File: config.mk
export PLATFORM = sky130hd
export DESIGN_NAME = vram_blit_flat
export DESIGN_NICKNAME = d
export VERILOG_FILES = /design/src/rtl/vram_blit_if.sv /design/src/rtl/vram_blit.sv /design/src/flat_wrapper.sv
export SDC_FILE = /design/constraint.sdc
export NUM_CORES = 1
export LEC_CHECK = 0
export BUFFER_PORTS_ARGS = -buffer_cell sky130_fd_sc_hd__buf_2
export CORE_ASPECT_RATIO = 0.9
export CORE_MARGIN = 10
export CORE_UTILIZATION = 45
export CTS_CLUSTER_SIZE = 8
export DETAILED_ROUTE_END_ITERATION = 6
export GPL_ROUTABILITY_DRIVEN = 0
export PLACE_DENSITY = 0.77
export REMOVE_ABC_BUFFERS = 1
export SYNTH_ARGS = -nofsm -noshare
export SYNTH_HDL_FRONTEND = slang
export SYNTH_SLANG_ARGS = --single-unit
File: constraint.sdc
create_clock -name clk_i -period 4.5 [get_ports clk_i]
set_clock_uncertainty 0.15 [all_clocks]
set_input_delay 0.45 -clock clk_i [delete_from_list [all_inputs] [get_ports clk_i]]
set_output_delay 0.45 -clock clk_i [all_outputs]
set_load 0.05 [all_outputs]
File: src/rtl/vram_blit_if.sv
// vram_blit_if: control and VRAM-port signals of the blit engine.
// master = the engine; slave = the host/arbiter/VRAM side.
interface vram_blit_if #(
  parameter int COUNT_W = 16
);
  logic               start;
  logic               mode_copy;
  logic [15:0]        src_addr;
  logic [15:0]        dst_addr;
  logic [COUNT_W-1:0] count;
  logic [15:0]        fill_value;
  logic               dir_down;
  logic               grant;
  logic               vram_req;
  logic               vram_sel;
  logic               vram_wr_en;
  logic [15:0]        vram_addr;
  logic [15:0]        vram_wdata;
  logic [15:0]        vram_rdata;
  logic               busy;
  logic               done;

  modport master (
    input  start, mode_copy, src_addr, dst_addr, count, fill_value, dir_down,
           grant, vram_rdata,
    output vram_req, vram_sel, vram_wr_en, vram_addr, vram_wdata, busy, done
  );

  modport slave (
    output start, mode_copy, src_addr, dst_addr, count, fill_value, dir_down,
           grant, vram_rdata,
    input  vram_req, vram_sel, vram_wr_en, vram_addr, vram_wdata, busy, done
  );
endinterface

File: src/rtl/vram_blit.sv
// vram_blit: VRAM block fill / block copy initiator behind the VRAM arbiter.
// Copy is READ -> CAPTURE -> WRITE per word (3 cycles/word); fill writes
// 1 word/cycle under continuous grant.
// Optional macro VRAM_BLIT_DECR_EN: dir_down (sampled at start) selects a
// -1 address step for src and dst; without it the step is always +1.
module vram_blit #(
  parameter int COUNT_W = 16
) (
  input  logic         clk_i,
  input  logic         reset_i,
  vram_blit_if.master  bus
);

  typedef enum logic [2:0] {
    S_IDLE, S_READ, S_CAPTURE, S_WRITE, S_FINISH
  } state_t;

  state_t             state_q, state_d;
  logic [15:0]        src_q, src_d;
  logic [15:0]        dst_q, dst_d;
  logic [COUNT_W-1:0] rem_q, rem_d;
  logic [15:0]        fill_q, fill_d;
  logic [15:0]        hold_q, hold_d;
  logic               copy_q, copy_d;
  logic [15:0]        step;

`ifdef VRAM_BLIT_DECR_EN
  logic               dir_q, dir_d;
  // All-ones is -1 modulo 2^16, so FFFF steps 0000 -> FFFF.
  assign step = dir_q ? 16'hFFFF : 16'h0001;
`else
  assign step = 16'h0001;
`endif

  // State and datapath registers; reset aborts any operation without done.
  always_ff @(posedge clk_i) begin
    if (reset_i) begin
      state_q <= S_IDLE;
      src_q   <= '0;
      dst_q   <= '0;
      rem_q   <= '0;
      fill_q  <= '0;
      hold_q  <= '0;
      copy_q  <= 1'b0;
`ifdef VRAM_BLIT_DECR_EN
      dir_q   <= 1'b0;
`endif
    end else begin
      state_q <= state_d;
      src_q   <= src_d;
      dst_q   <= dst_d;
      rem_q   <= rem_d;
      fill_q  <= fill_d;
      hold_q  <= hold_d;
      copy_q  <= copy_d;
`ifdef VRAM_BLIT_DECR_EN
      dir_q   <= dir_d;
`endif
    end
  end

  // Next-state and VRAM port drive; address/data come straight from
  // registers so they are stable across ungranted cycles.
  always_comb begin
    state_d        = state_q;
    src_d          = src_q;
    dst_d          = dst_q;
    rem_d          = rem_q;
    fill_d         = fill_q;
    hold_d         = hold_q;
    copy_d         = copy_q;
`ifdef VRAM_BLIT_DECR_EN
    dir_d          = dir_q;
`endif
    bus.vram_req   = 1'b0;
    bus.vram_wr_en = 1'b0;
    bus.vram_addr  = '0;
    bus.vram_wdata = '0;
    bus.busy       = 1'b0;
    bus.done       = 1'b0;

    unique case (state_q)
      S_IDLE: begin
        if (bus.start) begin
          src_d  = bus.src_addr;
          dst_d  = bus.dst_addr;
          rem_d  = bus.count;
          fill_d = bus.fill_value;
          copy_d = bus.mode_copy;
`ifdef VRAM_BLIT_DECR_EN
          dir_d  = bus.dir_down;
`endif
          if (bus.count == '0)   state_d = S_FINISH;
          else if (bus.mode_copy) state_d = S_READ;
          else                    state_d = S_WRITE;
        end
      end
      S_READ: begin
        bus.busy      = 1'b1;
        bus.vram_req  = 1'b1;
        bus.vram_addr = src_q;
        if (bus.grant) begin
          src_d   = src_q + step;
          state_d = S_CAPTURE;
        end
      end
      S_CAPTURE: begin
        // Read data is valid exactly this cycle; no grant required.
        bus.busy = 1'b1;
        hold_d   = bus.vram_rdata;
        state_d  = S_WRITE;
      end
      S_WRITE: begin
        bus.busy       = 1'b1;
        bus.vram_req   = 1'b1;
        bus.vram_wr_en = 1'b1;
        bus.vram_addr  = dst_q;
        bus.vram_wdata = copy_q ? hold_q : fill_q;
        if (bus.grant) begin
          dst_d = dst_q + step;
          rem_d = rem_q - 1'b1;
          if (rem_q == COUNT_W'(1)) state_d = S_FINISH;
          else if (copy_q)          state_d = S_READ;
        end
      end
      S_FINISH: begin
        bus.done = 1'b1;
        state_d  = S_IDLE;
      end
      default: state_d = S_IDLE;
    endcase
  end

  assign bus.vram_sel = bus.vram_req & bus.grant;

endmodule
File: src/flat_wrapper.sv
// flat-port wrapper written by rule: the top's interface ports become plain ports
module vram_blit_flat 
#(
  parameter int COUNT_W = 16
)
  (clk_i, reset_i, bus_start, bus_mode_copy, bus_src_addr, bus_dst_addr, bus_count, bus_fill_value, bus_dir_down, bus_grant, bus_vram_rdata, bus_vram_req, bus_vram_sel, bus_vram_wr_en, bus_vram_addr, bus_vram_wdata, bus_busy, bus_done);
  vram_blit_if #(.COUNT_W(COUNT_W)) bus_i ();
  input  logic clk_i;
  input  logic reset_i;
  input wire logic [$bits(bus_i.start)-1:0] bus_start;
  input wire logic [$bits(bus_i.mode_copy)-1:0] bus_mode_copy;
  input wire logic [$bits(bus_i.src_addr)-1:0] bus_src_addr;
  input wire logic [$bits(bus_i.dst_addr)-1:0] bus_dst_addr;
  input wire logic [$bits(bus_i.count)-1:0] bus_count;
  input wire logic [$bits(bus_i.fill_value)-1:0] bus_fill_value;
  input wire logic [$bits(bus_i.dir_down)-1:0] bus_dir_down;
  input wire logic [$bits(bus_i.grant)-1:0] bus_grant;
  input wire logic [$bits(bus_i.vram_rdata)-1:0] bus_vram_rdata;
  output wire logic [$bits(bus_i.vram_req)-1:0] bus_vram_req;
  output wire logic [$bits(bus_i.vram_sel)-1:0] bus_vram_sel;
  output wire logic [$bits(bus_i.vram_wr_en)-1:0] bus_vram_wr_en;
  output wire logic [$bits(bus_i.vram_addr)-1:0] bus_vram_addr;
  output wire logic [$bits(bus_i.vram_wdata)-1:0] bus_vram_wdata;
  output wire logic [$bits(bus_i.busy)-1:0] bus_busy;
  output wire logic [$bits(bus_i.done)-1:0] bus_done;
  assign bus_i.start = bus_start;
  assign bus_i.mode_copy = bus_mode_copy;
  assign bus_i.src_addr = bus_src_addr;
  assign bus_i.dst_addr = bus_dst_addr;
  assign bus_i.count = bus_count;
  assign bus_i.fill_value = bus_fill_value;
  assign bus_i.dir_down = bus_dir_down;
  assign bus_i.grant = bus_grant;
  assign bus_i.vram_rdata = bus_vram_rdata;
  assign bus_vram_req = bus_i.vram_req;
  assign bus_vram_sel = bus_i.vram_sel;
  assign bus_vram_wr_en = bus_i.vram_wr_en;
  assign bus_vram_addr = bus_i.vram_addr;
  assign bus_vram_wdata = bus_i.vram_wdata;
  assign bus_busy = bus_i.busy;
  assign bus_done = bus_i.done;
  vram_blit #(.COUNT_W(COUNT_W)) u_core (.clk_i(clk_i), .reset_i(reset_i), .bus(bus_i));
endmodule
# == Word-level counts from Yosys, hierarchy flattened ==
# Cells that the tools add are included.
# totals
ff_bits,84
in_bits,86
wordCells,54
# op_classes
addsub,3
eq_ne,9
mux,24
bitwise,1
reduce_logical,10
# ops
op,n
$mux W16,8
$pmux W16 S2,4
$add A16 B1 Y16 const B,2
$mux W3,6
$eq A16 B1 Y1 const B,1
$logic_not A16 Y1,1
$sub A16 B1 Y16 const B,1
$pmux W3 S4,1
$eq A3 B2 Y1 const B,2
$ne A2 B2 Y1 const B,3
$reduce_and A3 Y1,2
$mux W1,4
$reduce_and A4 Y1,1
$reduce_bool A2 Y1,2
$eq A3 B1 Y1 const B,1
$eq A3 B3 Y1 const B,1
$logic_not A3 Y1,1
$ne A3 B1 Y1 const B,1
$reduce_or A3 Y1,1
$mux W2,1
$reduce_and A2 Y1,1
$reduce_or A2 Y1,1
$and A1 B1 Y1,1

# == Depth between registers and ports, before layout ==
# Gate-level depths: netlist of run 1.
# logic_depth
ltp_word,4
mapped_depth,8
depth_no_buf,6

# == Worst setup path after synthesis of run 1 ==
# Ideal clock, no wire load.
# synth_timing
path_kind,register to output
start,reg u_core.state_q[1]
end,out bus_vram_wdata[10]
arrival_ns,1.969
slack_ns,1.931
stages_incl_launch_ff,7
n_path_buf,4
cell_sequence,dfxtp_1 -> clkbuf_1 -> nand3b_1 -> clkbuf_1 -> buf_1 -> buf_1 -> nor2_1
# synth_via
elab_chain_cells,2
# synth_lines
item,line,source
from (decl),vram_blit.sv:18,"state_t state_q, state_d;"
from (signal assigned),vram_blit.sv:49,state_q <= state_d;
$eq A3 B2 Y1,vram_blit.sv:82,unique case (state_q)
$mux W16,vram_blit.sv:82,
to (decl),flat_wrapper.sv:23,output wire logic [$bits(bus_i.vram_wdata)-1:0] bus_vram_wdata;
# Every way passes these cells.

# == Final worst setup path of run 1 ==
# layout_timing
start,reg u_core.state_q[1]
end,out bus_vram_wr_en
# layout_via
elab_chain_cells,2
# layout_lines
item,line,source
$eq A3 B2 Y1,vram_blit.sv:82,
$mux W1,vram_blit.sv:82,
to (decl),flat_wrapper.sv:21,output wire logic [$bits(bus_i.vram_wr_en)-1:0] bus_vram_wr_en;
# Every way passes these cells.

==> summary.txt, run 1 <==
======================================================================================================
Final count of hold timing violations                                                                0
Portion of synthesized cell area occupied by the leading cell type                               34.5%
Kind of cell adding the most delay to the critical path                                   buffers and inverters
DRC Markers                                                                                          0
Critical path startpoint                                                                  u_core.state_q[1]
CTS H-tree lvls                                                                                      3
Post-synthesis to final-layout area growth                                                       19.9%
Resized cells post-CTS                                                                               0
Cells along the critical path                                                             buf_4, nand3b_1, inv_1, buf_4, buf_2
Largest net degree at the start of global routing                                                   60
Syn_area_per_cell                                                                             7.30 um2
Post-DRT Antenna Nets                                                                                0
Hold Crit Class                                                                           input pin to flip-flop
Post-synthesis adder-cell area fraction                                                          1.03%
Post-DP HPWL                                                                                   10.2 mm
Compound-Gate Fraction of Synth Area                                                             23.0%
Die Footprint                                                                                15400 um2
Beginning of the worst hold path                                                          bus_fill_value[0]
Overall routing resource usage                                                                   17.9%
Largest family of logic cells by synthesized area                                         simple AND/OR/NAND/NOR gates
Clock root buffer                                                                         sky130_fd_sc_hd__clkbuf_16
Power density over the cells                                                                420 nW/um2
Xor-xnor portion of the synthesized cell area                                                       0%
Die X-Extent                                                                                    130 um
Number of cells produced by synthesis                                                              667
Fin cells                                                                                          888
Most heavily used metal layer in global routing                                                   met2
Number of placed instances with taps included                                                      872
Drt initial violations                                                                             511
Switching power summed over all nets                                                            847 uW
Total clock buffers created by CTS                                                                   9
Library cell occupying the most area in the post-synthesis netlist                        sky130_fd_sc_hd__dfxtp_1
Final non-filler cell area                                                                    5840 um2
Net count reported at finish                                                                       844
PortBufs                                                                                           121
Share of synthesized area spent on multiplexers                                                  7.43%
Clk_lat worst skew                                                                             0.33 ns
Routed via count                                                                                  5208
Aggregate global routing overflow                                                                    0
Hold Worst Slack                                                                              0.195 ns
Per-cell via count in the routed design                                                           5.86
Sort of element at the end of the critical path                                             output pin
Slowest Stage Delay on Critical Path                                                           0.45 ns
Post-CTS setup buffer count                                                                          0
Ratio of cells with drive above 1 in the final layout                                            20.7%
Count of synthesis-stage warnings from yosys                                                         0
Net switching share of the total power                                                           34.5%
Overall power of the completed layout                                                          2460 uW
Startpoint of the lowest-slack register-to-register path                                  u_core.state_q[2]
Clk network pwr share                                                                            35.6%
Final slew viol count                                                                                0
CTS sink count                                                                                      84
Total wirelength of the detailed-routed design                                                 14.6 mm
Fraction of power consumed by combinational cells                                                25.9%
Most used cell along the critical path                                                    sky130_fd_sc_hd__buf_4
Standby leakage power                                                                       0.00232 uW
Post-detailed-placement cell area                                                             5490 um2
Library cell contributing the largest single delay on the critical path                   sky130_fd_sc_hd__inv_1
Post-synthesis register bit count                                                                   84
Kind of critical path                                                                     flip-flop to output pin
Fraction of the mapped netlist area in simple logic gates                                        29.2%
Grt met1 use                                                                                     22.4%
Number of top-level design ports                                                                   123
Run status                                                                                finished, final reports clean
Internal power                                                                                 1610 uW
Iteration count of the initial detailed-routing pass                                                 5
Crit path launch type                                                                        flip-flop
Signal arrival time at the worst endpoint                                                      2.27 ns
Maximum vdd drop                                                                              0.211 mV
Sequential element share of the synthesized area                                                 34.5%
Number of enable flip-flop cells after synthesis                                                     0
Core Area                                                                                    10400 um2
Synth unique cells                                                                                  56
Wire length of the first global-routing pass                                                   23.4 mm
Antenna violations before repair                                                                     0
Post-layout minimum cycle time                                                                 2.87 ns
Setup violations, final                                                                              0
Average routed wire per standard cell                                                          16.4 um
Top FF cell, synth                                                                        sky130_fd_sc_hd__dfxtp_1
Max Cap Violations                                                                                   0
Y dimension of the die                                                                          119 um
Seq pwr share                                                                                    38.5%
Number of buffers and inverters on the critical path                                                 4
Leading cell type by number of instances after synthesis                                  sky130_fd_sc_hd__nand2_1
Clock tree from TritonCTS                                                                        built
Fmax                                                                                           348 MHz
Leading cell types by count after synthesis                                               sky130_fd_sc_hd__nand2_1, sky130_fd_sc_hd__dfxtp_1, sky130_fd_sc_hd__a21oi_1
Met3 track demand over resource                                                                  4.20%
Area of the mapped netlist                                                                    4870 um2
Setup TNS after final layout                                                                      0 ns
Effective utilization at floorplan                                                               46.7%
Share of flip-flops with an asynchronous set or reset                                               0%
Required time at the endpoint of the critical path                                             3.90 ns
Final worst path period share                                                                    63.9%
RSZ-0062 raised after global routing                                                             false
Crit Path Max Fanout                                                                                35
CTS hold repair buffers                                                                              0
Clock transition at the register clock pins on the worst setup and hold paths after CTS        0.07 ns
Top cells by area, synth                                                                  sky130_fd_sc_hd__dfxtp_1, sky130_fd_sc_hd__nand2_1, sky130_fd_sc_hd__a21oi_1, sky130_fd_sc_hd__mux2i_1, sky130_fd_sc_hd__nor2_1
Standard-cell row count                                                                             35
Vias in the first global route                                                                    4840
Clock Tree Buf Depth                                                                                 2
Global Route met2 Usage                                                                          29.5%
Worst Tran Pin Value                                                                           1.08 ns
Slew headroom                                                                                    28.1%
N_diodes                                                                                             0
======================================================================================================
## cell type report
cell class / count / area, um2
Sequential cell: 84 / 1680
Multi-Input combinational cell: 522 / 2950
Fill cell: 986 / 4580
Clock inverter: 7 / 128
Timing Repair Buffer: 128 / 658
Tap cell: 129 / 161
Clock buffer: 9 / 225
Inverter: 9 / 33.8
## worst min-delay path, stage by stage
cell and delay [ns]:
sky130_fd_sc_hd__buf_2 0.09, sky130_fd_sc_hd__nand2_1 0.04, sky130_fd_sc_hd__a21oi_1 0.05
## power groups by stage
stage	registers (uW)	logic (uW)	clock network [uW]
floorplan	935	440	0
global placement	950	613	0
detailed placement	957	630	0
CTS	940	634	887
global route	957	708	915
finish	944	637	874
## kinds of logic after synthesis
family                     after synthesis
AOI/OAI and AO/OA                      182
buffers and inverters                   61
adders and majority gates                4
DFF                                     84
and+or+nand+nor                        300
muxes                                   36
## layout by cell type (no fill, tap or decap), types with 4 or more instances in the layout
master / netlist / layout
sky130_fd_sc_hd__o41ai_1: 5 / 5
sky130_fd_sc_hd__nor2_1: 71 / 71
sky130_fd_sc_hd__a22oi_1: 4 / 4
sky130_fd_sc_hd__o21a_1: 5 / 5
sky130_fd_sc_hd__dfxtp_1: 84 / 84
sky130_fd_sc_hd__nor3_1: 16 / 16
sky130_fd_sc_hd__nand4_1: 7 / 7
sky130_fd_sc_hd__nor3b_1: 4 / 4
sky130_fd_sc_hd__a21oi_1: 74 / 74
sky130_fd_sc_hd__nor4_1: 7 / 7
sky130_fd_sc_hd__buf_4: 0 / 7
sky130_fd_sc_hd__and3_1: 5 / 5
sky130_fd_sc_hd__or3_1: 13 / 13
sky130_fd_sc_hd__clkbuf_16: 0 / 9
sky130_fd_sc_hd__a311oi_1: 4 / 4
sky130_fd_sc_hd__mux2i_1: 35 / 35
sky130_fd_sc_hd__buf_2: 6 / 121
sky130_fd_sc_hd__and4_1: 5 / 5
sky130_fd_sc_hd__a31oi_1: 7 / 7
sky130_fd_sc_hd__ha_1: 4 / 4
sky130_fd_sc_hd__inv_1: 9 / 9
sky130_fd_sc_hd__nand2_1: 119 / 119
sky130_fd_sc_hd__nand3_1: 23 / 23
sky130_fd_sc_hd__o21ai_0: 36 / 36
sky130_fd_sc_hd__a21o_1: 4 / 4
sky130_fd_sc_hd__nand2b_1: 5 / 5
sky130_fd_sc_hd__o211ai_1: 5 / 5
sky130_fd_sc_hd__a211oi_1: 12 / 12
sky130_fd_sc_hd__and2_1: 8 / 8
sky130_fd_sc_hd__o31ai_1: 9 / 9
## stage by stage
step                setup WS [ns]  utilization, %
global route                 1.50            56.0
floorplan                   0.238               -
finish                       1.63            56.0
detailed placement           1.82            52.6
global placement             1.89            52.6
CTS                          1.65            56.0
## worst paths after layout
kind,to,cells after the start,slack [ns]
worst max-delay path,bus_vram_wr_en,5,1.63
worst min-delay path,u_core.fill_q[0],3,0.19
worst max register to register,u_core.fill_q[12],6,1.81
worst min register to register,u_core.fill_q[4],2,0.31
## sequential cells by signal, summed over array words and instances (netlist names)
register	count
u_core.state_q	3
u_core.copy_q	1
u_core.dst_q	16
u_core.src_q	16
u_core.rem_q	16
u_core.fill_q	16
u_core.hold_q	16
## layer usage
layer	up-vias	part of all wire [%]
li1	2564	-
met1	2400	43
met2	220	48
met3	24	7.0
met4	0	1.7
met5	-	0
No activity file was read; power rests on OpenSTA's default activity.
==> run 2, diff against run 1 <==
- ABC_AREA: not set -> 1
- PLACE_DENSITY: 0.77 -> 0.8
- clock period: 4.5 -> 2.6 ns (I/O delays scaled with it)
==> summary.txt, run 2 <==
======================================================================================================
Setup violations, final                                                                              0
Syn_area_per_cell                                                                             6.16 um2
Per-cell via count in the routed design                                                           5.21
Synth unique cells                                                                                  30
Total wirelength of the detailed-routed design                                                 14.1 mm
Crit path launch type                                                                        flip-flop
Share of flip-flops with an asynchronous set or reset                                               0%
Cells along the critical path                                                             inv_2, nand3_2, inv_2, buf_4, nand2_1, o21ai_0, buf_2
Finished Core Util                                                                               54.8%
Clock tree from TritonCTS                                                                        built
Post-DP HPWL                                                                                   9.80 mm
DRC Markers                                                                                          0
Y dimension of the die                                                                          120 um
Clock transition at the register clock pins on the worst setup and hold paths after CTS        0.07 ns
Die X-Extent                                                                                    131 um
Portion of synthesized cell area occupied by the leading cell type                               33.8%
Worst setup slack after layout                                                                0.265 ns
Clock Tree Buf Depth                                                                                 2
Post-synthesis register bit count                                                                   84
CTS hold repair buffers                                                                              0
Critical path startpoint                                                                  u_core.state_q[2]
Vias in the first global route                                                                    5052
Kind of cell adding the most delay to the critical path                                   buffers and inverters
Post-DRT Antenna Nets                                                                                0
Post-detailed-placement cell area                                                             5640 um2
Sort of element at the end of the critical path                                             output pin
Top FF cell, synth                                                                        sky130_fd_sc_hd__dfxtp_1
Slowest Stage Delay on Critical Path                                                           0.35 ns
Setup slack, reg-to-reg                                                                        0.51 ns
Final non-filler cell area                                                                    5930 um2
Number of cells produced by synthesis                                                              808
Final worst path period share                                                                    89.8%
Overall routing resource usage                                                                   17.6%
Iteration count of the initial detailed-routing pass                                                 5
Most used cell along the critical path                                                    sky130_fd_sc_hd__inv_2
Net count reported at finish                                                                       999
Count of synthesis-stage warnings from yosys                                                         0
Effective utilization at floorplan                                                               46.0%
N_diodes                                                                                             0
Leading cell type by number of instances after synthesis                                  sky130_fd_sc_hd__nand2_1
Wire length of the first global-routing pass                                                   23.3 mm
Aggregate global routing overflow                                                                    0
Number of buffers and inverters on the critical path                                                 4
Slew headroom                                                                                    66.7%
RSZ-0062 raised after global routing                                                             false
Number of placed instances with taps included                                                     1031
Cell count of the worst hold path                                                                    3
Post-layout minimum cycle time                                                                 2.33 ns
PortBufs                                                                                           121
Final count of hold timing violations                                                                0
Grt met1 use                                                                                     22.7%
Met3 track demand over resource                                                                  4.45%
Standard-cell row count                                                                             36
Max Cap Violations                                                                                   0
Area of the mapped netlist                                                                    4980 um2
Average routed wire per standard cell                                                          13.4 um
CTS H-tree lvls                                                                                      3
Power density over the cells                                                               1050 nW/um2
Fin cells                                                                                         1047
Beginning of the worst hold path                                                          bus_src_addr[7]
Post-place setup slack                                                                        0.520 ns
R2r worst-path depth                                                                                 9
Sequential element share of the synthesized area                                                 33.8%
Highest-count cells in the layout ignoring fill and taps                                  sky130_fd_sc_hd__nand2_1, sky130_fd_sc_hd__buf_2, sky130_fd_sc_hd__o21ai_0
Number of enable flip-flop cells after synthesis                                                     0
Signal arrival time at the worst endpoint                                                      1.92 ns
Fmax                                                                                           428 MHz
Clock root buffer                                                                         sky130_fd_sc_hd__clkbuf_16
Post-CTS setup buffer count                                                                          0
Cell depth of the worst setup path                                                                   7
Clk_lat worst skew                                                                             0.34 ns
CTS sink count                                                                                      84
Global Route met2 Usage                                                                          28.9%
Die Footprint                                                                                15700 um2
Kind of critical path                                                                     flip-flop to output pin
Library cell occupying the most area in the post-synthesis netlist                        sky130_fd_sc_hd__dfxtp_1
Top cells by area, synth                                                                  sky130_fd_sc_hd__dfxtp_1, sky130_fd_sc_hd__nand2_1, sky130_fd_sc_hd__o21ai_0, sky130_fd_sc_hd__inv_1, sky130_fd_sc_hd__a21oi_1
Ratio of cells with drive above 1 in the final layout                                            17.9%
Number of top-level design ports                                                                   123
Most common cell after layout, fill and taps aside                                        sky130_fd_sc_hd__nand2_1
Routed via count                                                                                  5458
Hold Crit Class                                                                           input pin to flip-flop
Standby leakage power                                                                       0.00279 uW
Drt initial violations                                                                             491
Post-synthesis to final-layout area growth                                                       19.1%
Required time at the endpoint of the critical path                                             2.19 ns
Resized cells post-CTS                                                                               0
Startpoint of the lowest-slack register-to-register path                                  u_core.state_q[0]
Maximum vdd drop                                                                              0.478 mV
Leading cell types by count after synthesis                                               sky130_fd_sc_hd__nand2_1, sky130_fd_sc_hd__o21ai_0, sky130_fd_sc_hd__inv_1
Final slew viol count                                                                                0
Crit Path Max Fanout                                                                                17
Largest net degree at the start of global routing                                                   49
Library cell contributing the largest single delay on the critical path                   sky130_fd_sc_hd__dfxtp_1
Core Area                                                                                    10800 um2
Antenna violations before repair                                                                     0
Total clock buffers created by CTS                                                                   9
Run status                                                                                finished, final reports clean
Most heavily used metal layer in global routing                                                   met2
Worst Tran Pin Value                                                                          0.499 ns
======================================================================================================
==> run 2: cell count changes after synthesis, sizes merged, moves of 9 or more <==
cell and delta:
mux2i -35, a31oi +9, clkbuf -16, a211oi -10
nand3 +18, nand2 +72, o21ai +83, nor2 +12
o31ai -9, inv +99, or3 -15, o22ai +9
==> run 2: through the flow <==
step	power [uW]	setup TNS [ns]	hold slack, ns
6_report	6210	0	0.0255
3_5_place_dp	4960	0	0.285
2_1_floorplan	4150	-15.50	0.179
3_3_place_gp	4910	0	0.283
5_1_grt	6740	0	0.0416
4_1_cts	6230	0	0.0217
==> run 2: worst paths after layout <==
| check | to |
|---|---|
| max | bus_vram_addr[6] |
| min | u_core.src_q[7] |
| max reg2reg | u_core.rem_q[5] |
| min reg2reg | u_core.hold_q[5] |
==> run 2: logic make-up (layout without fill, tap and decap cells) <==
group,count (synthesis),after routing,synth area share [%]
AND/OR/NAND/NOR,342,342,28.6
AO/OA/AOI/OAI,228,228,24.4
buffers and inverters,150,256,12.1
flip-flops,84,84,33.8
adder cells (fa/ha/maj),4,4,1.01
==> run 2: layer usage <==
layer	up-vias	part of all wire [%]	wire length [um]
met5	-	0	0
met4	0	0.85	119
met3	12	7.6	1060
met2	187	44	6250
met1	2428	47	6630
li1	2831	-	-
==> run 2: power by group <==
| part | switching, uW | internal (uW) |
|---|---|---|
| logic | 1990 | 874 |
| clock network | 590 | 665 |
| registers | 354 | 1740 |
==> run 2: worst register-to-register path: cells and delay by family, from the launching register on <==
kind / cells / cell delay, ns
AO/OA/AOI/OAI: 2 / 0.18
flip-flops: 1 / 0.35
AND/OR/NAND/NOR: 5 / 0.83
buffers and inverters: 2 / 0.47
==> run 2: layout make-up <==
cell class / instances / area, um2
clock buffers: 9 / 225
clock inverters: 7 / 58.8
fillers: 1090 / 4880
inverters: 108 / 405
multi-input cells: 574 / 2690
flip-flops and latches: 84 / 1680
well taps: 133 / 166
repair buffers: 132 / 701
==> run 3, diff against run 2 <==
- CELL_PAD_IN_SITES_DETAIL_PLACEMENT: not set -> 1
- CELL_PAD_IN_SITES_GLOBAL_PLACEMENT: not set -> 2
- CORE_UTILIZATION: 45 -> 25
- PLACE_DENSITY: 0.8 -> 0.84
==> summary.txt, run 3 (synthesis results as in run 2) <==
======================================================================================================
Run status                                                                                finished, final reports clean
RSZ-0062 raised after global routing                                                             false
Iteration count of the initial detailed-routing pass                                                 7
Seq pwr share                                                                                    31.9%
Post-DP HPWL                                                                                   12.7 mm
Most used cell along the critical path                                                    sky130_fd_sc_hd__inv_2
Post-layout minimum cycle time                                                                 2.43 ns
Final slew viol count                                                                                0
Setup violations, final                                                                              0
Number of buffers and inverters on the critical path                                                 4
Signal arrival time at the worst endpoint                                                      2.02 ns
Standard-cell row count                                                                             48
Post-detailed-placement cell area                                                             5850 um2
Switching power summed over all nets                                                           3060 uW
CTS sink count                                                                                      84
Post-synthesis to final-layout area growth                                                       24.2%
Hold Worst Slack                                                                             0.0228 ns
Clock tree from TritonCTS                                                                        built
Final worst path period share                                                                    93.4%
Core Area                                                                                    19400 um2
Library cell contributing the largest single delay on the critical path                   sky130_fd_sc_hd__dfxtp_1
Cells along the critical path                                                             inv_2, nand3_2, inv_2, buf_4, nand2_1, o21ai_0, buf_2
Vias in the first global route                                                                    5604
Highest-count cells in the layout ignoring fill and taps                                  sky130_fd_sc_hd__nand2_1, sky130_fd_sc_hd__buf_2, sky130_fd_sc_hd__o21ai_0
Effective utilization at floorplan                                                               25.7%
Antenna violations before repair                                                                     0
Most common cell after layout, fill and taps aside                                        sky130_fd_sc_hd__nand2_1
Hold Crit Class                                                                           input pin to flip-flop
Final non-filler cell area                                                                    6180 um2
Total wirelength of the detailed-routed design                                                 17.5 mm
Net count reported at finish                                                                      1002
Net switching share of the total power                                                           46.5%
Routed via count                                                                                  5478
Post-place setup slack                                                                        0.377 ns
Ratio of cells with drive above 1 in the final layout                                            18.2%
Drt initial violations                                                                             241
Kind of cell adding the most delay to the critical path                                   buffers and inverters
Crit path launch type                                                                        flip-flop
Final count of hold timing violations                                                                0
DRC Markers                                                                                          0
Sort of element at the end of the critical path                                             output pin
Y dimension of the die                                                                          154 um
Worst Tran Pin Value                                                                          0.598 ns
Max Cap Violations                                                                                   0
Clock root buffer                                                                         sky130_fd_sc_hd__clkbuf_16
CTS hold repair buffers                                                                              0
Per-cell via count in the routed design                                                           4.69
Total clock buffers created by CTS                                                                   9
Standby leakage power                                                                       0.00284 uW
Post-DRT Antenna Nets                                                                                0
Clk network pwr share                                                                            22.3%
Slowest Stage Delay on Critical Path                                                           0.35 ns
Slew headroom                                                                                    60.0%
Overall power of the completed layout                                                          6590 uW
Aggregate global routing overflow                                                                    0
Average routed wire per standard cell                                                          15.0 um
Largest net degree at the start of global routing                                                   49
Fmax                                                                                           412 MHz
Clock Tree Buf Depth                                                                                 2
Worst setup slack after layout                                                                0.172 ns
Clk_lat worst skew                                                                             0.35 ns
N_diodes                                                                                             0
Required time at the endpoint of the critical path                                             2.19 ns
Crit Path Max Fanout                                                                                19
Post-CTS setup buffer count                                                                          0
Fraction of power consumed by combinational cells                                                45.8%
PortBufs                                                                                           121
Internal power                                                                                 3530 uW
Maximum vdd drop                                                                              0.463 mV
Kind of critical path                                                                     flip-flop to output pin
Wire length of the first global-routing pass                                                   28.5 mm
Clock transition at the register clock pins on the worst setup and hold paths after CTS        0.07 ns
Resized cells post-CTS                                                                               0
Number of top-level design ports                                                                   123
CTS H-tree lvls                                                                                      3
Power density over the cells                                                               1070 nW/um2
Die Footprint                                                                                26000 um2
Overall routing resource usage                                                                   13.2%
Die X-Extent                                                                                    169 um
======================================================================================================
## run 3: worst paths after layout
kind                     start                end  slack, ns  depth (start not counted)
max reg2reg  u_core.state_q[2]   u_core.dst_q[14]       0.41                         10
min reg2reg  u_core.hold_q[12]  u_core.hold_q[12]       0.30                          2
min            bus_src_addr[7]    u_core.src_q[7]       0.02                          3
max          u_core.state_q[2]   bus_vram_addr[6]       0.17                          7
## run 3: power groups by stage
stage | Sequential, uW | Clock (uW) | Combinational (uW)
detailed placement | 2130 | 0 | 3060
finish | 2100 | 1470 | 3020
CTS | 2100 | 1510 | 3070
global route | 2180 | 1570 | 3450
global placement | 2120 | 0 | 3010
floorplan | 2050 | 0 | 2100
## run 3: per-stage QoR
step	TNS (ns)	instances	utilization (%)
2_1_floorplan	-15.50	766	-
3_3_place_gp	0	1151	30.2
3_5_place_dp	0	1151	30.2
4_1_cts	0	1167	31.9
5_1_grt	0	1167	31.9
6_report	0	1167	31.9
## run 3: tightest hold or removal path, cell delays in order
cell and delay (ns):
sky130_fd_sc_hd__buf_2 0.09, sky130_fd_sc_hd__nand2_1 0.06, sky130_fd_sc_hd__a31oi_1 0.07
## run 3: area by class of cell
cell class | count | area, um2
Fill cell | 2550 | 13200
Multi-Input combinational cell | 574 | 2690
Sequential cell | 84 | 1680
Timing Repair Buffer | 135 | 761
Inverter | 108 | 405
Tap cell | 250 | 313
Clock buffer | 9 | 225
Clock inverter | 7 | 106
## run 3: routing by layer
| metal | global-route usage, % | vias to the layer above | part of all wire [%] |
|---|---|---|---|
| li1 | - | 2844 | - |
| met1 | 17.1 | 2526 | 49 |
| met2 | 21.3 | 102 | 44 |
| met3 | 4.20 | 6 | 5.8 |
| met4 | 1.91 | 0 | 0.50 |
| met5 | 0 | - | 0 |
